<file path="src/rtl/wb_merge.sv">
`default_nettype none
// +----------------------------------------------------------------------------+
// | Module   : wb_merge                                                        |
// | Purpose  : Multi-channel writeback merge stage. Each of NCH producers       |
// |            pushes results into its own FIFO. A round-robin arbiter pops at  |
// |            most one entry per cycle and drives the single register-file    |
// |            write port. Link results (pc+8) are resolved at enqueue and      |
// |            writes to register 0 are suppressed.                             |
// | Revision : 1.0  initial release                                             |
// +----------------------------------------------------------------------------+
// | Ports                                                                      |
// |   clk       in   1             rising-edge clock                           |
// |   rst_n     in   1             synchronous active-low reset                |
// |   flush     in   1             synchronous clear of all buffered results   |
// |   in_valid  in   NCH           per-channel result valid                    |
// |   in_ready  out  NCH           per-channel space available                 |
// |   in_regf   in   NCH*REGF_W    destination register, ch i at i*REGF_W      |
// |   in_data   in   NCH*DATA_W    result data, same packing                   |
// |   in_link   in   NCH           1 = write pc+8 instead of in_data           |
// |   in_pc     in   NCH*ADDR_W    instruction pc, same packing                |
// |   rf_we     out  1             register file write enable (registered)     |
// |   rf_waddr  out  REGF_W        register file write address (registered)    |
// |   rf_wdata  out  DATA_W        register file write data (registered)       |
// |   busy      out  1             any FIFO non-empty or rf_we high            |
// |   stall_cnt out  32            saturating stall counter (WB_STALL_CNT_EN)  |
// +----------------------------------------------------------------------------+
// | Optional feature macro: WB_STALL_CNT_EN                                    |
// |   When defined, adds stall_cnt: counts edges where any channel presents    |
// |   in_valid while its FIFO is full. Saturates, ignores flush.               |
// +----------------------------------------------------------------------------+
module wb_merge #(
  parameter int NCH    = 2,
  parameter int DEPTH  = 4,
  parameter int DATA_W = 32,
  parameter int ADDR_W = 32,
  parameter int REGF_W = 5
) (
  input  logic                    clk,
  input  logic                    rst_n,
  input  logic                    flush,
  input  logic [NCH-1:0]          in_valid,
  output logic [NCH-1:0]          in_ready,
  input  logic [NCH*REGF_W-1:0]   in_regf,
  input  logic [NCH*DATA_W-1:0]   in_data,
  input  logic [NCH-1:0]          in_link,
  input  logic [NCH*ADDR_W-1:0]   in_pc,
  output logic                    rf_we,
  output logic [REGF_W-1:0]       rf_waddr,
  output logic [DATA_W-1:0]       rf_wdata,
  output logic                    busy
`ifdef WB_STALL_CNT_EN
  ,
  output logic [31:0]             stall_cnt
`endif
);

  localparam int PTR_W = $clog2(DEPTH);
  localparam int CNT_W = PTR_W + 1;
  localparam int RR_W  = (NCH > 1) ? $clog2(NCH) : 1;

  // ---------------------------------------------------------------------------
  // Cross-channel signals
  // ---------------------------------------------------------------------------
  logic [NCH-1:0]        nonempty;
  logic [NCH-1:0]        pop_vec;
  logic [NCH*REGF_W-1:0] head_regf_flat;
  logic [NCH*DATA_W-1:0] head_data_flat;

  // Arbiter results
  logic                  have_win;
  logic [RR_W-1:0]       win_idx;
  logic [REGF_W-1:0]     win_regf;
  logic [DATA_W-1:0]     win_data;

  // Output / pointer state
  logic [RR_W-1:0]       rr_ptr_q,   rr_ptr_d;
  logic                  rf_we_q,    rf_we_d;
  logic [REGF_W-1:0]     rf_waddr_q, rf_waddr_d;
  logic [DATA_W-1:0]     rf_wdata_q, rf_wdata_d;

  // ---------------------------------------------------------------------------
  // Per-channel FIFOs
  // ---------------------------------------------------------------------------
  genvar gi;
  generate
    for (gi = 0; gi < NCH; gi++) begin : g_ch
      logic [DATA_W-1:0] mem_data_q [DEPTH];
      logic [REGF_W-1:0] mem_regf_q [DEPTH];
      logic [PTR_W-1:0]  wr_ptr_q, wr_ptr_d;
      logic [PTR_W-1:0]  rd_ptr_q, rd_ptr_d;
      logic [CNT_W-1:0]  count_q,  count_d;
      logic              ready;
      logic              push;
      logic              pop;
      logic [DATA_W-1:0] pc_ext;
      logic [DATA_W-1:0] enq_data;

      // No pass-through: a full FIFO refuses input even if it pops this cycle.
      assign ready        = (count_q < CNT_W'(DEPTH));
      assign in_ready[gi] = ready;
      assign nonempty[gi] = (count_q != '0);
      assign pop          = pop_vec[gi];

      assign head_regf_flat[gi*REGF_W +: REGF_W] = mem_regf_q[rd_ptr_q];
      assign head_data_flat[gi*DATA_W +: DATA_W] = mem_data_q[rd_ptr_q];

      always_comb begin
        // Link results store the return address, zero-extended then +8
        // (wrapping modulo 2^DATA_W).
        pc_ext                = '0;
        pc_ext[ADDR_W-1:0]    = in_pc[gi*ADDR_W +: ADDR_W];
        enq_data              = in_link[gi] ? (pc_ext + DATA_W'(8))
                                            : in_data[gi*DATA_W +: DATA_W];

        // Anything presented during a flush is dropped.
        push     = in_valid[gi] & ready & ~flush;

        wr_ptr_d = wr_ptr_q;
        rd_ptr_d = rd_ptr_q;
        count_d  = count_q;
        if (flush) begin
          wr_ptr_d = '0;
          rd_ptr_d = '0;
          count_d  = '0;
        end else begin
          if (push) begin
            wr_ptr_d = wr_ptr_q + PTR_W'(1);
          end
          if (pop) begin
            rd_ptr_d = rd_ptr_q + PTR_W'(1);
          end
          count_d = count_q + CNT_W'(push) - CNT_W'(pop);
        end
      end

      always_ff @(posedge clk) begin
        if (!rst_n) begin
          wr_ptr_q <= '0;
          rd_ptr_q <= '0;
          count_q  <= '0;
        end else begin
          wr_ptr_q <= wr_ptr_d;
          rd_ptr_q <= rd_ptr_d;
          count_q  <= count_d;
        end
      end

      // Storage carries no reset: contents are only observed through the
      // count, which is reset.
      always_ff @(posedge clk) begin
        if (rst_n && push) begin
          mem_data_q[wr_ptr_q] <= enq_data;
          mem_regf_q[wr_ptr_q] <= in_regf[gi*REGF_W +: REGF_W];
        end
      end
    end
  endgenerate

  // ---------------------------------------------------------------------------
  // Round-robin arbiter
  // The search order rr_ptr, rr_ptr+1, ..., wrapping, is split into two
  // passes: channels at or above rr_ptr take priority over those below it,
  // and within each pass the lowest index wins.
  // ---------------------------------------------------------------------------
  always_comb begin
    logic            found_hi;
    logic            found_lo;
    logic [RR_W-1:0] win_hi;
    logic [RR_W-1:0] win_lo;

    found_hi = 1'b0;
    found_lo = 1'b0;
    win_hi   = '0;
    win_lo   = '0;
    for (int i = 0; i < NCH; i++) begin
      if (nonempty[i]) begin
        if (i >= int'(rr_ptr_q)) begin
          if (!found_hi) begin
            found_hi = 1'b1;
            win_hi   = RR_W'(i);
          end
        end else if (!found_lo) begin
          found_lo = 1'b1;
          win_lo   = RR_W'(i);
        end
      end
    end

    have_win = found_hi | found_lo;
    win_idx  = found_hi ? win_hi : win_lo;

    pop_vec  = '0;
    win_regf = '0;
    win_data = '0;
    for (int i = 0; i < NCH; i++) begin
      if (have_win && (win_idx == RR_W'(i))) begin
        // A flush discards the head instead of consuming it.
        pop_vec[i] = ~flush;
        win_regf   = head_regf_flat[i*REGF_W +: REGF_W];
        win_data   = head_data_flat[i*DATA_W +: DATA_W];
      end
    end
  end

  // ---------------------------------------------------------------------------
  // Write-port registers and round-robin pointer
  // ---------------------------------------------------------------------------
  always_comb begin
    rf_we_d    = 1'b0;
    rf_waddr_d = rf_waddr_q;
    rf_wdata_d = rf_wdata_q;
    rr_ptr_d   = rr_ptr_q;
    if (!flush && have_win) begin
      // A register-0 entry still consumes its slot but never writes.
      rf_we_d    = (win_regf != '0);
      rf_waddr_d = win_regf;
      rf_wdata_d = win_data;
      rr_ptr_d   = (win_idx == RR_W'(NCH - 1)) ? '0 : (win_idx + RR_W'(1));
    end
  end

  always_ff @(posedge clk) begin
    if (!rst_n) begin
      rr_ptr_q   <= '0;
      rf_we_q    <= 1'b0;
      rf_waddr_q <= '0;
      rf_wdata_q <= '0;
    end else begin
      rr_ptr_q   <= rr_ptr_d;
      rf_we_q    <= rf_we_d;
      rf_waddr_q <= rf_waddr_d;
      rf_wdata_q <= rf_wdata_d;
    end
  end

  assign rf_we    = rf_we_q;
  assign rf_waddr = rf_waddr_q;
  assign rf_wdata = rf_wdata_q;
  assign busy     = (|nonempty) | rf_we_q;

  // ---------------------------------------------------------------------------
  // Optional stall counter
  // ---------------------------------------------------------------------------
`ifdef WB_STALL_CNT_EN
  logic [31:0] stall_cnt_q, stall_cnt_d;

  always_comb begin
    stall_cnt_d = stall_cnt_q;
    // Flush does not clear it; it only counts rejected valids.
    if ((|(in_valid & ~in_ready)) && (stall_cnt_q != 32'hFFFF_FFFF)) begin
      stall_cnt_d = stall_cnt_q + 32'd1;
    end
  end

  always_ff @(posedge clk) begin
    if (!rst_n) begin
      stall_cnt_q <= '0;
    end else begin
      stall_cnt_q <= stall_cnt_d;
    end
  end

  assign stall_cnt = stall_cnt_q;
`endif

endmodule
`default_nettype wire

</file>
<file path="config.mk">
export PLATFORM = sky130hd
export DESIGN_NAME = wb_merge
export DESIGN_NICKNAME = d
export VERILOG_FILES = /design/src/rtl/wb_merge.sv
export SDC_FILE = /design/constraint.sdc
export NUM_CORES = 1
export LEC_CHECK = 0
export ABC_AREA = 1
export CAP_MARGIN = 10
export CORE_MARGIN = 1
export CORE_UTILIZATION = 42
export CTS_CLUSTER_SIZE = 10
export DETAILED_ROUTE_END_ITERATION = 16
export PLACE_DENSITY = 0.71
export SLEW_MARGIN = 15
export SYNTH_ARGS = -nofsm -noshare
export SYNTH_HDL_FRONTEND = slang
export SYNTH_SLANG_ARGS = --single-unit
</file>
<file path="constraint.sdc">
create_clock -name clk -period 4.1 [get_ports clk]
set_input_delay 0.82 -clock clk [delete_from_list [all_inputs] [get_ports clk]]
set_output_delay 0.82 -clock clk [all_outputs]
set_load 0.01 [all_outputs]
</file>
==> results.yml, run 1 <==
clock_network:
  clock_sinks: 353
  clk_pin_slew_ns: 0.06
  cts_hold_buf: 0
  cts_resized: 0
  worst_skew_pair.late_latency_ns: 0.52
  root_buffer: "clkbuf_16"
  cts_tree: "done"
  cts_buffers: 41
  post-cts-setup-buffers: 0
  clk_path_buf_depth: 3
  cts_max_level: 2
detailed_routing:
  route.detailed.drc: 0
  ant_nets: 0
  wl_microns: 40700
  drt_iter0_drc: 1010
  vias: 11928
  wl_per_cell_microns: 17.9
  dr.pass1.iters: 5
  vias_per_cell: 5.23
floorplan:
  fp.coreArea_sq_um: 36900
  die_w_microns: 196
  die_y_microns: 196
  rows: 70
  die-area_sq_um: 38600
  start_util: 0.431
  io-pin-count: 186
timing:
  fin_crit_ns: 2.84
  worst_slack_ns: 1.26
  grt_setup_unrepaired: "false"
  hold_viol_final: 0
  finalSetupTns_ns: 0
  fmax_mhz: 352
  finalMaxSlewViolations: 0
  fin_crit_sh: 0.692
  clock_skew_ns: 0.0133
  maxSlewHeadroom: 0.378
  setup_viol: 0
  worst_slew_pin_slew_ns: 0.931
synthesis:
  synth_area_sq_um: 15900
  synth_edf_count: 296
  synth_common_cells: "nand2_1, edfxtp_1, nor2_1"
  synthAdderAreaFrac: 0.0136
  ys_types: 39
  yosysSeqAreaShare: 0.632
  async_flop_share: 0
  ys.flop_type: "edfxtp_1"
  ys_ff_latch: 353
  synthSimpleGateAreaFrac: 0.166
  synth_xor_area_frac: 0.0143
  synth_compound_area_frac: 0.126
  syn_inst: 1574
  yosys_warnings: 0
  synth.most_common_cell: "nand2_1"
  syn-num-nets: 1735
  synth_top_area_cell: "edfxtp_1"
  postSynthAreaPerCell_sq_um: 10.1
  synthDominantCellAreaShare: 0.560
  synth_mux_area_frac: 0
  synthTopCellsByArea: "edfxtp_1, dfxtp_1, nand2_1"
  synth_top_family_by_area: "simple AND/OR/NAND/NOR gates"
cells_and_area:
  fin_util: 0.526
  fin_cells: 2282
  drive_above_1_share: 0.0669
  final_net_count: 1906
  syn2layout_area_growth_pct: 22.1
  n_antenna_cell: 0
power_and_ir_drop:
  p_leak_uw: 0.00694
  peakVddDrop_v: 0.000300
  pwr_density_cell_nw_per_um2: 434
worst_setup_path:
  crit_cells: 6
  crit_chain: "nor2_1 -> nand2_2 -> inv_2 -> nand2_2 -> or2_2 -> clkdlybuf4s50_1"
  startpoint: "g_ch[1].count_q[1]$_SDFF_PP0_"
  setup.worst_path.start_class: "flip-flop"
  rr_startpoint: "g_ch[1].count_q[1]$_SDFF_PP0_"
  cpPeakStageDelay_ns: 0.48
  crit_fanout: 3
  worstSetupEndpointType: "output port"
  required_ns: 3.28
  crit_arrival_ns: 2.02
  timing.rr.end: "g_ch[0].count_q[2]$_SDFF_PP0_"
  crit_type: "reg2out"
  critPathTopFamily: "simple AND/OR/NAND/NOR gates"
  reg2reg_setup_slack_ns: 1.61
  crit_top_cell: "nand2_2"
  ff2ff_path_depth: 14
  critPathCapture: "busy"
  crit_path_top_delay_cell: "clkdlybuf4s50_1"
  worstPathBufferInverterCount: 2
global_routing:
  top_usage_layer: "met2"
  antenna_found_initial: 0
  grt_max_degree: 75
  overflow: 0
  grt_first_pass_wirelength_microns: 62600
  grt_util_met2: 0.355
  use_met3: 0.0262
  grt_pass1_vias: 11415
  track_usage: 0.209
  gr-usage-met1: 0.283
worst_hold_path:
  hold_path_startpoint: "g_ch[1].rd_ptr_q[1]$_SDFFE_PP0P_"
  hold_path.class: "reg2reg"
outcome:
  outcome: "finished clean"
placement:
  dp_cells: 2206
  gp_congestion: 0.943
  portBuffers: 185
  dp_hpwl_microns: 27600
  pre_cts_ws_ns: 1.04
flow_run:
  drv_cap: 0
[placed cells by master (no fill, tap or decap), drive strengths merged, types with 23 or more instances in the layout]
cell	n
dfxtp	57
inv	89
clkdlybuf4s50	185
o21ai	224
clkbuf	74
nand3	31
edfxtp	296
a21oi	76
nor2	258
o22ai	64
nand2	310
buf	23
[routing by layer]
layer | share of wire | routed length (microns)
met5 | 0 | 0
met3 | 0.059 | 2420
met4 | 0.020 | 815
met1 | 0.43 | 17600
met2 | 0.49 | 20000
[through the flow]
step / area [sq um] / power, uW / hold WS, ns
2_1_floorplan: 15900 / 4700 / 0.436
6_report: 19400 / 8410 / 0.463
3_3_place_gp: 18200 / 5160 / 0.461
3_5_place_dp: 18200 / 5180 / 0.462
4_1_cts: 19400 / 8460 / 0.463
5_1_grt: 19400 / 8710 / 0.502
[how the worst min path moves through the flow]
stage                                             endpoint  slack, ns  cells after the start
final                                            flip-flop       0.46                      2
after global placement    g_ch[1].rd_ptr_q[1]$_SDFFE_PP0P_       0.46                      2
after CTS                                        flip-flop       0.46                      2
after floorplan                                  flip-flop       0.44                      2
after global routing      g_ch[0].rd_ptr_q[1]$_SDFFE_PP0P_       0.50                      2
after detailed placement  g_ch[1].rd_ptr_q[1]$_SDFFE_PP0P_       0.46                      2
[kinds of logic after synthesis]
kind of cell | Yosys count
AO/OA/AOI/OAI | 377
XOR/XNOR | 26
adder cells (fa/ha/maj) | 16
buffers and inverters | 170
flip-flops | 353
AND/OR/NAND/NOR | 632
[sequential cells by signal, summed over array words and instances (netlist names), named ones only]
register / cells
g_ch.mem_regf_q: 40
g_ch.count_q: 6
rf_waddr: 5
rf_we: 1
rf_wdata: 32
rr_ptr_q: 1
g_ch.wr_ptr_q: 4
g_ch.rd_ptr_q: 4
g_ch.mem_data_q: 256
[cell type report]
cell class | instances | area (sq um)
clock buffer | 74 | 1200
sequential | 353 | 10000
fill | 3253 | 17500
clock inverter | 2 | 13.8
timing repair buffer | 208 | 2020
tap | 504 | 631
multi-input combinational | 1051 | 5150
inverter | 90 | 338
[worst register-to-register path, stage by stage, from the launching register on]
cell	delay, ns
dfxtp_1	0.39
nor2_1	0.08
nand2_2	0.11
inv_2	0.07
a21oi_4	0.10
buf_4	0.36
nor2_2	0.12
ha_1	0.29
inv_1	0.05
ha_1	0.13
inv_1	0.05
fa_1	0.35
inv_1	0.08
o21ai_0	0.10
a21oi_1	0.16
[power breakdown]
part	total [uW]	switching [uW]	internal, uW
combinational	1010	591	419
sequential	4110	80.8	4020
clock	3290	1320	1970
Power figures use the tool's default switching activity.
==> inputs of run 2 (changes only) <==
==> constraint.sdc (replaced) <==
create_clock -name clk -period 2.94 [get_ports clk]
set_input_delay 0.588 -clock clk [delete_from_list [all_inputs] [get_ports clk]]
set_output_delay 0.588 -clock clk [all_outputs]
set_load 0.01 [all_outputs]
==> results.yml, run 2 (same netlist as run 1, synthesis figures left out) <==
timing:
  fin_crit_sh: 0.888
  fmax_mhz: 383
  hold_viol_final: 0
  worst_slew_pin_slew_ns: 0.745
  setup_viol: 0
  grt_setup_unrepaired: "false"
  fin_crit_ns: 2.61
  clock_skew_ns: 0.00981
  finalSetupTns_ns: 0
  finalMaxSlewViolations: 0
  maxSlewHeadroom: 0.503
detailed_routing:
  vias: 11858
  wl_microns: 39700
  vias_per_cell: 5.18
  drt_iter0_drc: 768
  wl_per_cell_microns: 17.3
  ant_nets: 0
  dr.pass1.iters: 5
  route.detailed.drc: 0
global_routing:
  grt_first_pass_wirelength_microns: 61500
  grt_max_degree: 75
  antenna_found_initial: 0
  overflow: 0
  grt_pass1_vias: 11549
  track_usage: 0.205
worst_setup_path:
  crit_top_cell: "nand2_2"
  crit_arrival_ns: 2.02
  rr_startpoint: "g_ch[0].count_q[1]$_SDFF_PP0_"
  cpPeakStageDelay_ns: 0.48
  timing.rr.end: "g_ch[1].count_q[2]$_SDFF_PP0_"
  reg2reg_setup_slack_ns: 0.77
  crit_chain: "nor2_1 -> nand2_2 -> inv_2 -> nand2_2 -> or2_2 -> clkdlybuf4s50_1"
  crit_type: "reg2out"
  required_ns: 2.35
  crit_fanout: 3
  crit_path_top_delay_cell: "clkdlybuf4s50_1"
  ff2ff_path_depth: 13
  setup.worst_path.start_class: "flip-flop"
  worstSetupEndpointType: "output port"
clock_network:
  cts_buffers: 41
  cts_hold_buf: 0
  cts_max_level: 2
  root_buffer: "clkbuf_16"
  post-cts-setup-buffers: 0
  clk_pin_slew_ns: 0.05
  clock_sinks: 353
  cts_resized: 0
  clk_path_buf_depth: 3
  worst_skew_pair.late_latency_ns: 0.51
  cts_tree: "done"
cells_and_area:
  multi_input_area_sq_um: 5150
  n_antenna_cell: 0
  final_net_count: 1916
  regMostFlops: "g_ch.mem_data_q"
  syn2layout_area_growth_pct: 23.0
  final_common_cell: "nand2_1"
  ff_latch_area_sq_um: 10000
  drive_above_1_share: 0.0700
  fin_util: 0.529
  fill_cells: 3262
  largest_reg_flops: 256
  final_cell_mix: "nand2_1, edfxtp_1, nor2_1, o21ai_0, clkdlybuf4s50_1"
worst_hold_path:
  min_path_cells: 2
  hold_path.class: "reg2reg"
  hold_path_startpoint: "g_ch[1].rd_ptr_q[1]$_SDFFE_PP0P_"
floorplan:
  io-pin-count: 186
  fp.coreArea_sq_um: 36900
  rows: 70
  die_w_microns: 196
  die_y_microns: 196
  start_util: 0.431
  die-area_sq_um: 38600
flow_run:
  drv_cap: 0
power_and_ir_drop:
  p_leak_uw: 0.00699
  peakVddDrop_v: 0.000413
  pwr_density_cell_nw_per_um2: 591
  finalPower_uw: 11500
placement:
  dp_hpwl_microns: 26900
  portBuffers: 185
  gp_congestion: 0.938
outcome:
  outcome: "finished clean"
## run 2: per-layer routing
| layer | vias up | part of all wire | global-route usage | routed length, microns |
|---|---|---|---|---|
| met5 | - | 0 | 0 | 0 |
| met4 | 0 | 0.026 | 0.0694 | 1010 |
| met3 | 62 | 0.058 | 0.0313 | 2320 |
| met2 | 327 | 0.48 | 0.341 | 19100 |
| met1 | 5657 | 0.43 | 0.274 | 17300 |
| li1 | 5812 | - | - | - |
## run 2: stage by stage
stage	cell area, sq um	worst slack (ns)	hold WS (ns)	std cells
after global placement	18400	0.290	0.455	2216
final	19500	0.328	0.460	2289
after global routing	19500	0.221	0.505	2289
after detailed placement	18400	0.206	0.455	2216
after CTS	19500	0.294	0.461	2289
after floorplan	15900	0.0181	0.436	1574
## run 2: worst max-delay path by stage
stage,start,end,slack [ns],cells past startpoint
after floorplan,flush,g_ch[0].mem_data_q[0][0]$_DFFE_PP_,0.02,3
after global placement,in_pc[35],g_ch[1].mem_data_q[3][11]$_DFFE_PP_,0.29,8
after detailed placement,in_pc[35],g_ch[1].mem_data_q[1][9]$_DFFE_PP_,0.21,8
after CTS,g_ch[1].count_q[1]$_SDFF_PP0_,busy,0.29,6
after global routing,g_ch[1].count_q[1]$_SDFF_PP0_,busy,0.22,6
final,g_ch[1].count_q[1]$_SDFF_PP0_,busy,0.33,6
## run 2: area by class of cell
type	instances	share of cell area
sequential	353	0.514
multi-input combinational	1051	0.264
clock buffer	72	0.0585
inverter	90	0.0173
tap	504	0.0323
clock inverter	1	0.000256
timing repair buffer	218	0.114
## run 2: power breakdown
part | total [uW] | switching [uW] | internal (uW)
Sequential | 5700 | 88.3 | 5610
Combinational | 1450 | 844 | 603
Clock | 4380 | 1780 | 2610
Total | 11500 | 2710 | 8820
## run 2: critical path: cells and delay by family (launching register included)
family	cells	cell delay, ns
buf+inv	2	0.58
flops	1	0.34
simple gates	4	0.60
